$ cat config.mk
export PLATFORM = sky130hd
export DESIGN_NAME = unified_mem_arbiter_flat
export DESIGN_NICKNAME = d
export VERILOG_FILES = /design/src/rtl/unified_mem_arbiter_if.sv /design/src/rtl/unified_mem_arbiter.sv /design/src/flat_wrapper.sv
export SDC_FILE = /design/constraint.sdc
export NUM_CORES = 1
export LEC_CHECK = 0
export ABC_AREA = 1
export ABC_CLOCK_PERIOD_IN_PS = 2600
export CELL_PAD_IN_SITES_DETAIL_PLACEMENT = 1
export CELL_PAD_IN_SITES_GLOBAL_PLACEMENT = 1
export CORE_MARGIN = 2
export CORE_UTILIZATION = 31
export CTS_CLUSTER_DIAMETER = 150
export DETAILED_ROUTE_END_ITERATION = 10
export PLACE_DENSITY = 0.87
export SLEW_MARGIN = 30
export SYNTH_ARGS = -nofsm -noshare
export SYNTH_HDL_FRONTEND = slang
export SYNTH_SLANG_ARGS = --single-unit
$ cat constraint.sdc
create_clock -name clk -period 2.6 [get_ports clk]
set_input_delay 0.39 -clock clk [delete_from_list [all_inputs] [get_ports clk]]
set_output_delay 0.39 -clock clk [all_outputs]
set_load 0.05 [all_outputs]
$ cat src/rtl/unified_mem_arbiter_if.sv
// -----------------------------------------------------------------------------
// unified_mem_arbiter_if
// Bundles the signals between the unified memory arbiter, the two pipeline
// requesters (IF fetch port and MEM load/store port) and the single-port memory.
//
// Modports:
//   slave  : arbiter side (takes requests, drives the memory bus and status)
//   master : environment side (pipeline stages and memory model)
//
// Signal groups:
//   fetch  : if_req, if_addr, if_rdata, if_valid, if_stall, flush
//   data   : d_req, d_we, d_addr, d_wdata, d_rdata, d_valid, d_stall
//   memory : mem_req, mem_we, mem_addr, mem_wdata, mem_rdata, mem_ready
//   status : err
// -----------------------------------------------------------------------------
interface unified_mem_arbiter_if #(
  parameter int ADDR_W = 32,
  parameter int DATA_W = 32
);
  // Fetch port
  logic              if_req;
  logic [ADDR_W-1:0] if_addr;
  logic [DATA_W-1:0] if_rdata;
  logic              if_valid;
  logic              if_stall;
  logic              flush;

  // Data port
  logic              d_req;
  logic              d_we;
  logic [ADDR_W-1:0] d_addr;
  logic [DATA_W-1:0] d_wdata;
  logic [DATA_W-1:0] d_rdata;
  logic              d_valid;
  logic              d_stall;

  // Memory port
  logic              mem_req;
  logic              mem_we;
  logic [ADDR_W-1:0] mem_addr;
  logic [DATA_W-1:0] mem_wdata;
  logic [DATA_W-1:0] mem_rdata;
  logic              mem_ready;

  // Status
  logic              err;

  modport slave (
    input  if_req, if_addr, flush,
    input  d_req, d_we, d_addr, d_wdata,
    input  mem_rdata, mem_ready,
    output if_rdata, if_valid, if_stall,
    output d_rdata, d_valid, d_stall,
    output mem_req, mem_we, mem_addr, mem_wdata,
    output err
  );

  modport master (
    output if_req, if_addr, flush,
    output d_req, d_we, d_addr, d_wdata,
    output mem_rdata, mem_ready,
    input  if_rdata, if_valid, if_stall,
    input  d_rdata, d_valid, d_stall,
    input  mem_req, mem_we, mem_addr, mem_wdata,
    input  err
  );
endinterface

$ cat src/rtl/unified_mem_arbiter.sv
// -----------------------------------------------------------------------------
// unified_mem_arbiter
// Shares one single-port instruction/data memory between the IF stage (fetch)
// and the MEM stage (LW/SW). One transaction at a time, data has fixed
// priority, each transaction is bounded by a timeout.
//
// Ports:
//   clk  : clock, all state on the rising edge
//   rst  : synchronous active-high reset
//   bus  : unified_mem_arbiter_if.slave (fetch, data, memory and err signals)
//
// Parameters:
//   ADDR_W, DATA_W : address / data width
//   TIMEOUT        : cycles to wait for mem_ready before aborting
//   MAX_DATA_WINS  : consecutive data grants tolerated while fetch waits
//                    (only present when STARVE_GUARD_EN is defined)
//
// Build option:
//   STARVE_GUARD_EN : when defined, fetch is forced through after
//                     MAX_DATA_WINS back-to-back data grants; when undefined,
//                     data priority is strict.
// -----------------------------------------------------------------------------
module unified_mem_arbiter #(
  parameter int ADDR_W  = 32,
  parameter int DATA_W  = 32,
  parameter int TIMEOUT = 255
`ifdef STARVE_GUARD_EN
  , parameter int MAX_DATA_WINS = 4
`endif
) (
  input logic                  clk,
  input logic                  rst,
  unified_mem_arbiter_if.slave bus
);

  localparam int TMO_W = $clog2(TIMEOUT + 1);

  typedef enum logic [1:0] {
    S_IDLE,
    S_FETCH,
    S_DATA
  } state_t;

  state_t             r_state;
  state_t             w_state_nxt;

  logic [ADDR_W-1:0]  r_mem_addr;
  logic [DATA_W-1:0]  r_mem_wdata;
  logic               r_mem_we;
  logic [DATA_W-1:0]  r_if_rdata;
  logic [DATA_W-1:0]  r_d_rdata;
  logic               r_if_valid;
  logic               r_d_valid;
  logic               r_err;
  logic               r_cancel;     // current fetch was flushed; drop its result
  logic [TMO_W-1:0]   r_tmo_cnt;

  logic               w_idle;
  logic               w_active;
  logic               w_force_f;    // starvation guard overrides data priority
  logic               w_grant_d;
  logic               w_grant_f;
  logic               w_timeout;
  logic               w_drop_fetch;

  assign w_idle   = (r_state == S_IDLE);
  assign w_active = !w_idle;

  // ---------------------------------------------------------------------------
  // Optional starvation guard
  // ---------------------------------------------------------------------------
`ifdef STARVE_GUARD_EN
  localparam int SW = $clog2(MAX_DATA_WINS + 1);

  logic [SW-1:0] r_starve_cnt;

  assign w_force_f = (r_starve_cnt == SW'(MAX_DATA_WINS)) && bus.if_req && !bus.flush;

  always_ff @(posedge clk) begin
    if (rst) begin
      r_starve_cnt <= '0;
    end else if (!bus.if_req || w_grant_f) begin
      r_starve_cnt <= '0;
    end else if (w_grant_d && (r_starve_cnt != SW'(MAX_DATA_WINS))) begin
      r_starve_cnt <= r_starve_cnt + SW'(1);
    end
  end
`else
  assign w_force_f = 1'b0;
`endif

  // Arbitration happens only in IDLE; flush blocks a fetch grant that cycle.
  assign w_grant_d = w_idle && bus.d_req && !w_force_f;
  assign w_grant_f = w_idle && bus.if_req && !bus.flush && !w_grant_d;

  // Abort on the cycle the counter would reach TIMEOUT without mem_ready.
  assign w_timeout = w_active && !bus.mem_ready && (r_tmo_cnt == TMO_W'(TIMEOUT - 1));

  // A flush arriving together with completion still cancels the fetch.
  assign w_drop_fetch = r_cancel || bus.flush;

  // ---------------------------------------------------------------------------
  // FSM: state register
  // ---------------------------------------------------------------------------
  // NOTE: sequential state uses non-blocking (<=) so every flop samples the
  // pre-edge values; blocking here would create order-dependent races.
  always_ff @(posedge clk) begin
    if (rst) r_state <= S_IDLE;
    else     r_state <= w_state_nxt;
  end

  // ---------------------------------------------------------------------------
  // FSM: next-state logic
  // ---------------------------------------------------------------------------
  always_comb begin
    // NOTE: default first so every path assigns w_state_nxt -- no latch.
    w_state_nxt = r_state;
    unique case (r_state)
      S_IDLE: begin
        if (w_grant_d)      w_state_nxt = S_DATA;
        else if (w_grant_f) w_state_nxt = S_FETCH;
      end
      S_FETCH, S_DATA: begin
        if (bus.mem_ready || w_timeout) w_state_nxt = S_IDLE;
      end
      default: w_state_nxt = S_IDLE;
    endcase
  end

  // ---------------------------------------------------------------------------
  // FSM: outputs
  // ---------------------------------------------------------------------------
  always_comb begin
    bus.mem_req = w_active;
    bus.mem_we  = (r_state == S_DATA) && r_mem_we;   // never asserted for fetch
  end

  assign bus.mem_addr  = r_mem_addr;
  assign bus.mem_wdata = r_mem_wdata;
  assign bus.if_rdata  = r_if_rdata;
  assign bus.d_rdata   = r_d_rdata;
  assign bus.if_valid  = r_if_valid;
  assign bus.d_valid   = r_d_valid;
  assign bus.err       = r_err;
  assign bus.if_stall  = bus.if_req && !r_if_valid;
  assign bus.d_stall   = bus.d_req  && !r_d_valid;

  // ---------------------------------------------------------------------------
  // Datapath: request latch, timeout counter, completion capture
  // ---------------------------------------------------------------------------
  always_ff @(posedge clk) begin
    if (rst) begin
      r_mem_addr  <= '0;
      r_mem_wdata <= '0;
      r_mem_we    <= 1'b0;
      r_if_rdata  <= '0;
      r_d_rdata   <= '0;
      r_if_valid  <= 1'b0;
      r_d_valid   <= 1'b0;
      r_err       <= 1'b0;
      r_cancel    <= 1'b0;
      r_tmo_cnt   <= '0;
    end else begin
      // Completion and error strobes last exactly one cycle.
      r_if_valid <= 1'b0;
      r_d_valid  <= 1'b0;
      r_err      <= 1'b0;

      if (w_grant_d) begin
        r_mem_addr  <= bus.d_addr;
        r_mem_wdata <= bus.d_wdata;
        r_mem_we    <= bus.d_we;
        r_tmo_cnt   <= '0;
        r_cancel    <= 1'b0;
      end else if (w_grant_f) begin
        r_mem_addr  <= bus.if_addr;
        r_mem_we    <= 1'b0;
        r_tmo_cnt   <= '0;
        r_cancel    <= 1'b0;
      end

      if ((r_state == S_FETCH) && bus.flush) r_cancel <= 1'b1;

      if (w_active && bus.mem_ready) begin
        if (r_state == S_DATA) begin
          r_d_valid <= 1'b1;
          if (!r_mem_we) r_d_rdata <= bus.mem_rdata;   // stores leave d_rdata alone
        end else if (!w_drop_fetch) begin
          r_if_valid <= 1'b1;
          r_if_rdata <= bus.mem_rdata;
        end
      end else if (w_timeout) begin
        r_err <= 1'b1;
        if (r_state == S_DATA) begin
          r_d_valid <= 1'b1;
          r_d_rdata <= '0;
        end else if (!w_drop_fetch) begin
          r_if_valid <= 1'b1;
          r_if_rdata <= '0;
        end
      end else if (w_active) begin
        r_tmo_cnt <= r_tmo_cnt + TMO_W'(1);
      end
    end
  end

endmodule

$ cat src/flat_wrapper.sv
// flat-port wrapper written by rule: the top's interface ports become plain ports
module unified_mem_arbiter_flat 
#(
  parameter int ADDR_W  = 32,
  parameter int DATA_W  = 32,
  parameter int TIMEOUT = 255

)
  (clk, rst, bus_if_req, bus_if_addr, bus_flush, bus_d_req, bus_d_we, bus_d_addr, bus_d_wdata, bus_mem_rdata, bus_mem_ready, bus_if_rdata, bus_if_valid, bus_if_stall, bus_d_rdata, bus_d_valid, bus_d_stall, bus_mem_req, bus_mem_we, bus_mem_addr, bus_mem_wdata, bus_err);
  unified_mem_arbiter_if #(.ADDR_W(ADDR_W), .DATA_W(DATA_W)) bus_i ();
  input logic clk;
  input logic rst;
  input wire logic [$bits(bus_i.if_req)-1:0] bus_if_req;
  input wire logic [$bits(bus_i.if_addr)-1:0] bus_if_addr;
  input wire logic [$bits(bus_i.flush)-1:0] bus_flush;
  input wire logic [$bits(bus_i.d_req)-1:0] bus_d_req;
  input wire logic [$bits(bus_i.d_we)-1:0] bus_d_we;
  input wire logic [$bits(bus_i.d_addr)-1:0] bus_d_addr;
  input wire logic [$bits(bus_i.d_wdata)-1:0] bus_d_wdata;
  input wire logic [$bits(bus_i.mem_rdata)-1:0] bus_mem_rdata;
  input wire logic [$bits(bus_i.mem_ready)-1:0] bus_mem_ready;
  output wire logic [$bits(bus_i.if_rdata)-1:0] bus_if_rdata;
  output wire logic [$bits(bus_i.if_valid)-1:0] bus_if_valid;
  output wire logic [$bits(bus_i.if_stall)-1:0] bus_if_stall;
  output wire logic [$bits(bus_i.d_rdata)-1:0] bus_d_rdata;
  output wire logic [$bits(bus_i.d_valid)-1:0] bus_d_valid;
  output wire logic [$bits(bus_i.d_stall)-1:0] bus_d_stall;
  output wire logic [$bits(bus_i.mem_req)-1:0] bus_mem_req;
  output wire logic [$bits(bus_i.mem_we)-1:0] bus_mem_we;
  output wire logic [$bits(bus_i.mem_addr)-1:0] bus_mem_addr;
  output wire logic [$bits(bus_i.mem_wdata)-1:0] bus_mem_wdata;
  output wire logic [$bits(bus_i.err)-1:0] bus_err;
  assign bus_i.if_req = bus_if_req;
  assign bus_i.if_addr = bus_if_addr;
  assign bus_i.flush = bus_flush;
  assign bus_i.d_req = bus_d_req;
  assign bus_i.d_we = bus_d_we;
  assign bus_i.d_addr = bus_d_addr;
  assign bus_i.d_wdata = bus_d_wdata;
  assign bus_i.mem_rdata = bus_mem_rdata;
  assign bus_i.mem_ready = bus_mem_ready;
  assign bus_if_rdata = bus_i.if_rdata;
  assign bus_if_valid = bus_i.if_valid;
  assign bus_if_stall = bus_i.if_stall;
  assign bus_d_rdata = bus_i.d_rdata;
  assign bus_d_valid = bus_i.d_valid;
  assign bus_d_stall = bus_i.d_stall;
  assign bus_mem_req = bus_i.mem_req;
  assign bus_mem_we = bus_i.mem_we;
  assign bus_mem_addr = bus_i.mem_addr;
  assign bus_mem_wdata = bus_i.mem_wdata;
  assign bus_err = bus_i.err;
  unified_mem_arbiter #(.ADDR_W(ADDR_W), .DATA_W(DATA_W), .TIMEOUT(TIMEOUT)) u_core (.clk(clk), .rst(rst), .bus(bus_i));
endmodule
# == After elaboration in Yosys (flattened, before gate mapping) ==
# Index checks and enable logic that the tools add are counted.
# op_classes
shifts,0
multipliers,0
reduce_logical,28
mux,34
magnitude_cmp,0
div_mod_pow,0
n_addsub,1
bitwise,2
n_eq_ne,6
# op_table
op,count
32-bit 2-to-1 mux,13
8-bit 2-to-1 mux,5
1-bit 2-to-1 mux,12
1-bit logical AND,11
"8-bit by 1-bit adder with 8-bit output, second input constant",1
"8-bit == test, second input constant",1
1-bit logical NOT,6
2-bit 2-to-1 mux,3
3-bit AND reduction,2
2-bit case mux with 2 select lines,1
2-bit nonzero test,2
2-bit OR reduction,2
"3-bit != test, second input constant",1
3-bit nonzero test,1
"2-bit by 1-bit == test with 1-bit output, second input constant",1
"2-bit == test, second input constant",1
2-bit logical NOT,1
1-bit logical OR,2
"2-bit by 1-bit != test with 1-bit output, second input constant",1
"2-bit != test, second input constant",1
1-bit NOT,2
2-bit AND reduction,1
# word_totals
latchBits,0
wordCells,82
romBits,0
ram_bits,0
n_memories,0
ff_bits,143
output_inout_bits,135

# == Depth between registers and ports, before layout ==
# Gate-level depths: netlist of run 1.
# logic_depth
depth_word,9
depth_mapped,12
mapped_depth_nobuf,11

# == Worst setup path after synthesis of run 1 ==
# Ideal clock, no wire load.
# synth_timing
kind,register to output
startpoint,"register u_core.r_d_valid, in the netlist u_core.bus.d_valid"
endpoint,output port bus_d_stall
stages_incl_launch_ff,2
t_arrival_ns,1.190
path_slack_ns,1.020
required_ns,2.210
path_cell_list,dfxtp_1 > nor2_1
# synth_via
elab_chain_cells,2
# synth_rtl
item,line_no,source
from (decl),unified_mem_arbiter.sv:53,logic r_d_valid;
from (signal assigned),unified_mem_arbiter.sv:159,r_d_valid <= 1'b0;
from (signal assigned),unified_mem_arbiter.sv:166,r_d_valid <= 1'b0;
from (signal assigned),unified_mem_arbiter.sv:186,r_d_valid <= 1'b1;
1-bit logical NOT,unified_mem_arbiter.sv:146,assign bus.d_stall = bus.d_req && !r_d_valid;
1-bit logical AND,unified_mem_arbiter.sv:146,
to (decl),flat_wrapper.sv:27,output wire logic [$bits(bus_i.d_stall)-1:0] bus_d_stall;
# No other way between the ends.

# == Worst setup path after layout of run 1 ==
# layout_timing
startpoint,register u_core.r_state[1]
endpoint,output port bus_mem_req
# layout_via
elab_chain_cells,2
# layout_rtl
item,line_no,source
from (decl),unified_mem_arbiter.sv:44,state_t r_state;
from (signal assigned),unified_mem_arbiter.sv:109,else r_state <= w_state_nxt;
2-bit logical NOT,unified_mem_arbiter.sv:66,assign w_idle = (r_state == S_IDLE);
1-bit logical NOT,unified_mem_arbiter.sv:67,assign w_active = !w_idle;
to (decl),flat_wrapper.sv:28,output wire logic [$bits(bus_i.mem_req)-1:0] bus_mem_req;
# No other way between the ends.

==> impl_results.md, run 1 <==
- Yosys top cell area share: a little under half
- R2r endpoint: u_core.bus.if_rdata[5]
- Seq pwr share: 29.9%
- Router iterations before antenna repair: 5
- Mapped Cells: between 800 and 900
- Worst setup path startpoint: u_core.r_state[1]
- Mapped Nets: about 960
- WL final: between 20000 and 25000 µm
- NetSw: between 4 and 5 mW
- Flop-to-flop setup slack: approximately 400 ps
- First-pass GRT wire length: around 34000 µm
- R2R Path Start: u_core.r_state[1]
- WL/cell: roughly 16 µm
- Via Count: 6334
- Antenna Nets Post-Route: 0
- Total GRT Usage: around a fifth
- Clk sinks: roughly 140
- Least-Margin Pin Slew: 708.1 ps
- Finished Core Util: roughly half
- Synth warn: 0
- Die Y: 143.5 µm
- Unique masters post-synth: 31
- Commonest cells after routing, fill and taps aside: clkdlybuf4s50_1 (265), nand2_1 (207), dfxtp_1 (143)
- VDD IR-drop max: between 400 and 500 µV
- Clock insertion delay at the later pin of the skew report: ~420 ps
- Area grow syn2layout: 56.54%
- Die Area: slightly above 20000 µm²
- Core footprint: around 19000 µm²
- Hold-fix buffers, CTS: 0
- Crit path capture type: primary output
- Maximum buffer depth of the clock tree: 2
- FMAX: 410.6 MHz
- Status: finished clean
- Final nets: between 1000 and 1500
- Worst rel slew slack: between 50 and 60%
- Final Hold Vio Count: 0
- Leakage: approximately 3.6 nW
- Top post-synthesis cells by area: dfxtp_1 (47%), nand2_1 (13%), nor2_1 (7.5%)
- CTS Root Cell: clkbuf_16
- Leading area contributor after synthesis: dfxtp_1
- Chip Width: between 100 and 150 µm
- Crit start category: flip-flop
- CP Capture Point: bus_mem_req
- Tmin final: roughly 2400 ps
- Maxcap violations: 0
- CTS tree: built
- Layout cells sized above 1: between 7 and 8%
- Worst r2r path cells: 10
- Post-CTS setup buffer count: 0
- Pwr/cell area: 987.2 nW/µm²
- Largest net degree at the start of global routing: 87
- Critical Path Fanout Max: 3
- Clock slew at reported path FFs: 70 ps
- #FFs+latches synth: approximately 140
- Cell Area, Synth: slightly above 6000 µm²
- Dpl hpwl: 15550 µm
- Power share of the clock group: 26.3%
- TNS Setup: 0 ps
- Internal cell power: approximately 5.2 mW
- Commonest non-fill, non-tap cell in the layout: clkdlybuf4s50_1
- FP Rows: between 50 and 60
- Skew final: approximately 14 ps
- Unrepaired setup endpoints after global routing: no
- IO Count: between 200 and 300
- Gate power share: 43.8%
- Switching part of the total: between 40% and 50%
- Setup violators final: 0
- Hold crit path type: input pin to flip-flop
- Total gr overflow: 0
- Initial Util: 31.30%
- Initial drt markers: 220
- Hold path startpoint: rst
- WP data required: ~2200 ps
- Crit path DAT: 2050 ps
- Vias in the first global route: approximately 6600
- Syn Area/Cell: around 7.4 µm²
- Htree depth: 4
- Fin. max-slew vios: 0
- GPL Wtd Cong: just under 0.8
- Tcrit/Tclk final: 93.66%
- Post-synthesis sequential area ratio: about 47%
- Crit path kind: flip-flop to primary output
- Vias per inst: approximately 4.8
- Port bufs: 269
- DRC violations left: 0
- Num CTS Buffers: 17
- Fillers: 2353
- Antenna violations before repair: 3
## worst max-delay path, cell delays in order (launching register included)
cell and delay [ps]:
dfxtp_1 360, inv_1 90, ha_1 240, inv_1 130, clkdlybuf4s50_1 820
## Yosys cell counts
master    number
a21oi_1       49
a21oi_2       19
a31oi_1       32
buf_1          7
buf_12         1
buf_2         21
buf_4          6
buf_6          4
buf_8          2
clkbuf_1      23
clkbuf_2       1
dfxtp_1      143
ha_1           6
inv_1         15
inv_2          5
inv_4          1
nand2_1      209
nand2_2        4
nand2_4        2
nand3_1       70
nand4_1        2
nor2_1       121
nor2_2         1
nor2_4         1
nor3_1         3
nor3_2         1
nor3b_1        1
o21a_1         1
o21ai_0       64
o21ai_1        1
or2_2          1
## layer usage
metal | wire (µm) | part of all wire (%) | GRT usage [%] | vias up
met2 | 10970 | 51 | 38.07 | 202
met4 | 249 | 1.1 | 6.244 | 0
li1 | - | - | - | 3147
met1 | 8428 | 39 | 22.89 | 2964
met3 | 2010 | 9.3 | 8.764 | 21
met5 | 0 | 0 | 0 | -
## power by group through the flow
stage,logic (mW),clock network (mW),registers (mW)
2_1_floorplan,1.53,0,4.04
3_3_place_gp,4.04,0,2.82
3_5_place_dp,4.12,0,2.84
4_1_cts,4.13,2.53,2.79
5_1_grt,4.38,2.63,2.83
6_report,4.08,2.45,2.79
## kinds of logic after synthesis
| family | Yosys count | share of synthesized area, % |
|---|---|---|
| simple gates | 416 | 28.27 |
| compound gates | 166 | 15.66 |
| flops | 143 | 47.46 |
| buf+inv | 86 | 7.364 |
| fa+ha+maj | 6 | 1.245 |
## worst min-delay path by stage
stage / cells after the start / to
2_1_floorplan: 2 / u_core.r_cancel
3_3_place_gp: 2 / u_core.bus.if_rdata[12]
3_5_place_dp: 2 / u_core.bus.if_rdata[21]
4_1_cts: 4 / u_core.bus.mem_wdata[15]
5_1_grt: 4 / u_core.bus.mem_addr[8]
6_report: 4 / u_core.bus.mem_wdata[12]
## stage by stage
stage / power [mW] / std cells / worst slack (ps) / hold slack (ps) / cell area, µm²
after floorplan: 5.570 / 817 / 1020 / 451.5 / 6032
after CTS: 9.455 / 1330 / 35.29 / 354.6 / 9438
after detailed placement: 6.956 / 1298 / 194.6 / 454.1 / 8847
final: 9.322 / 1331 / 164.7 / 374.6 / 9443
after global routing: 9.843 / 1331 / 87.64 / 406.8 / 9443
after global placement: 6.857 / 1298 / 295.8 / 448.9 / 8847
## sequential cells by signal, indices dropped and copies added, names as in the netlist
register              flops
u_core.r_state            2
u_core.bus.mem_addr      32
u_core.r_mem_we           1
u_core.bus.mem_wdata     32
u_core.bus.if_valid       1
u_core.bus.d_valid        1
u_core.r_tmo_cnt          8
u_core.bus.err            1
u_core.bus.if_rdata      32
u_core.bus.d_rdata       32
u_core.r_cancel           1
## final cells by class
cell class	count	area (µm²)	area share [%]
Sequential cell	143	2863	30.32
Timing Repair Buffer	281	2838	30.05
Multi-Input combinational cell	588	2736	28.98
Tap cell	265	331.6	3.511
Clock buffer	17	425.4	4.505
Inverter	21	81.33	0.8613
Clock inverter	15	165.2	1.749
Antenna cell	1	2.502	0.02650
## repair_timing
item                                    CTS  global route
endpoints found under the hold margin     0             0
resized for setup                         0             1
endpoints found under the setup margin    0             1
Note: power is estimated with default switching activity, not from simulation.
==> run 2: changes to the inputs <==
- CORE_ASPECT_RATIO: unset -> 0.8
==> impl_results.md, run 2 (synthesized netlist as in run 1, its figures left out) <==
- Status: finished clean
- Final Hold Vio Count: 0
- Gate power share: ~44%
- IO Count: 270
- Crit start category: flip-flop
- Final Instance Area: 9417 µm²
- Tcrit/Tclk final: a little over nine tenths
- Die Y: ~130 µm
- Switching part of the total: between 40% and 50%
- Post-CTS setup buffer count: 0
- Antenna Nets Post-Route: 0
- Commonest non-fill, non-tap cell in the layout: clkdlybuf4s50_1
- Num CTS Buffers: 17
- CTS Root Cell: clkbuf_16
- Htree depth: 4
- Vias per inst: 4.777
- Tmin final: between 2000 and 2500 ps
- Hold crit path type: flip-flop to flip-flop
- GPL Wtd Cong: ~0.77
- Port bufs: roughly 270
- Total GRT Usage: 20.39%
- Most frequent CP cell: inv_1
- WL final: roughly 21000 µm
- Leakage: 3.561 nW
- Seq pwr share: between 30% and 40%
- FMAX: between 400 and 500 MHz
- Fillers: between 2000 and 2500
- Antenna violations before repair: 1
- NetSw: 4.011 mW
- Power share of the clock group: roughly a quarter
- FP Rows: 45
- Initial Util: between 30% and 40%
- Clock insertion delay at the later pin of the skew report: roughly 420 ps
- Placed insts: roughly 1300
- Area grow syn2layout: 56.11%
- CP Cell Sequence: inv_1, ha_1, inv_1, clkdlybuf4s50_1
- Internal cell power: 5.131 mW
- Biggest cell delay along the critical path: around 860 ps
- Worst rel slew slack: 55.20%
- Fin. max-slew vios: 0
- Router iterations before antenna repair: 4
- Crit path kind: flip-flop to primary output
- Final nets: 1194
- First-pass GRT wire length: roughly 34000 µm
- Maxcap violations: 0
- WP data required: ~2200 ps
- Non-Filler Instances: ~1300
- Largest net degree at the start of global routing: 67
- Unrepaired setup endpoints after global routing: no
- Clk sinks: about 140
- Setup violators final: 0
- WP buf/inv: 3
- DRC violations left: 0
- Total gr overflow: 0
- Die Area: roughly 20000 µm²
- Vias in the first global route: around 6500
- Commonest cells after routing, fill and taps aside: clkdlybuf4s50_1 (265), nand2_1 (207), dfxtp_1 (143)
- Initial drt markers: roughly 270
- Chip Width: ~160 µm
- WL/cell: around 16 µm
- Layout cells sized above 1: around 8.1%
- CTS tree: built
- Maximum buffer depth of the clock tree: 2
- Slowest-stage cell, CP: clkdlybuf4s50_1
- Via Count: ~6300
- Crit path capture type: primary output
- Crit path DAT: a little over 2000 ps
- Least-Margin Pin Slew: ~670 ps
- Finished Core Util: 49.48%
- Placement Setup Slack: around 400 ps
- Core footprint: ~19000 µm²
- Critical Path Fanout Max: 4
- Pwr/cell area: 970.8 nW/µm²
- TNS Setup: 0 ps
- VDD IR-drop max: ~400 µV
- Final WS setup: 149.9 ps
- CP top delay family: buffers and inverters
- Skew final: between 15 and 20 ps
- Clock slew at reported path FFs: approximately 70 ps
- Placed Area: 8859 µm²
- Dpl hpwl: 14970 µm
==> run 2: cell count changes in the layout (fill, tap and decap cells not counted) <==
cell	before	now
buf_12	5	6
bufinv_16	1	0
clkinv_4	2	0
clkinvlp_4	2	7
inv_6	4	6
inv_8	6	2
==> run 2: repair_timing <==
action,in CTS,in global routing
hold buffers,0,0
resized for setup,0,1
setup endpoints to repair,0,1
==> run 2: cell type report <==
class,count,area [µm²],area share [%]
clock inverters,15,127.6,1.355
well taps,258,322.8,3.428
diodes,1,2.502,0.02657
inverters,21,81.33,0.8637
flip-flops and latches,143,2863,30.40
multi-input cells,588,2736,29.06
clock buffers,17,425.4,4.518
repair buffers,282,2858,30.35
==> run 2: worst paths after layout <==
kind / start / endpoint / slack (ps) / depth (start not counted)
setup / recovery: u_core.r_state[0] / bus_mem_req / 150 / 4
hold / removal: u_core.bus.if_rdata[22] / u_core.bus.if_rdata[22] / 470 / 2
setup reg to reg: u_core.r_state[0] / u_core.bus.if_rdata[0] / 580 / 10
hold reg to reg: u_core.bus.if_rdata[22] / u_core.bus.if_rdata[22] / 470 / 2
==> run 2: worst min-delay path, cell delays in order, from the launching register on <==
cell     delay [ps]
dfxtp_1         310
nand2_1          60
a21oi_1          50
==> run 2: metal layers <==
metal	vias to the layer above	wire (µm)	track usage [%]
met3	24	1188	6.931
met4	0	422	6.730
met5	-	0	0
met2	164	10260	34.76
met1	2987	9183	24.36
li1	3154	-	-
==> run 2: power by group through the flow <==
stage	Combinational [mW]	Sequential (mW)	Clock [mW]
floorplan	1.53	4.04	0
global placement	4.01	2.82	0
detailed placement	4.07	2.84	0
CTS	4.08	2.80	2.37
global route	4.36	2.84	2.46
finish	4.04	2.79	2.31
==> run 2: metrics by stage <==
stage / hold slack [ps] / power (mW)
6_report: 467.3 / 9.141
5_1_grt: 490.8 / 9.662
4_1_cts: 469.2 / 9.256
3_5_place_dp: 458.3 / 6.906
3_3_place_gp: 449.4 / 6.829
2_1_floorplan: 451.5 / 5.570
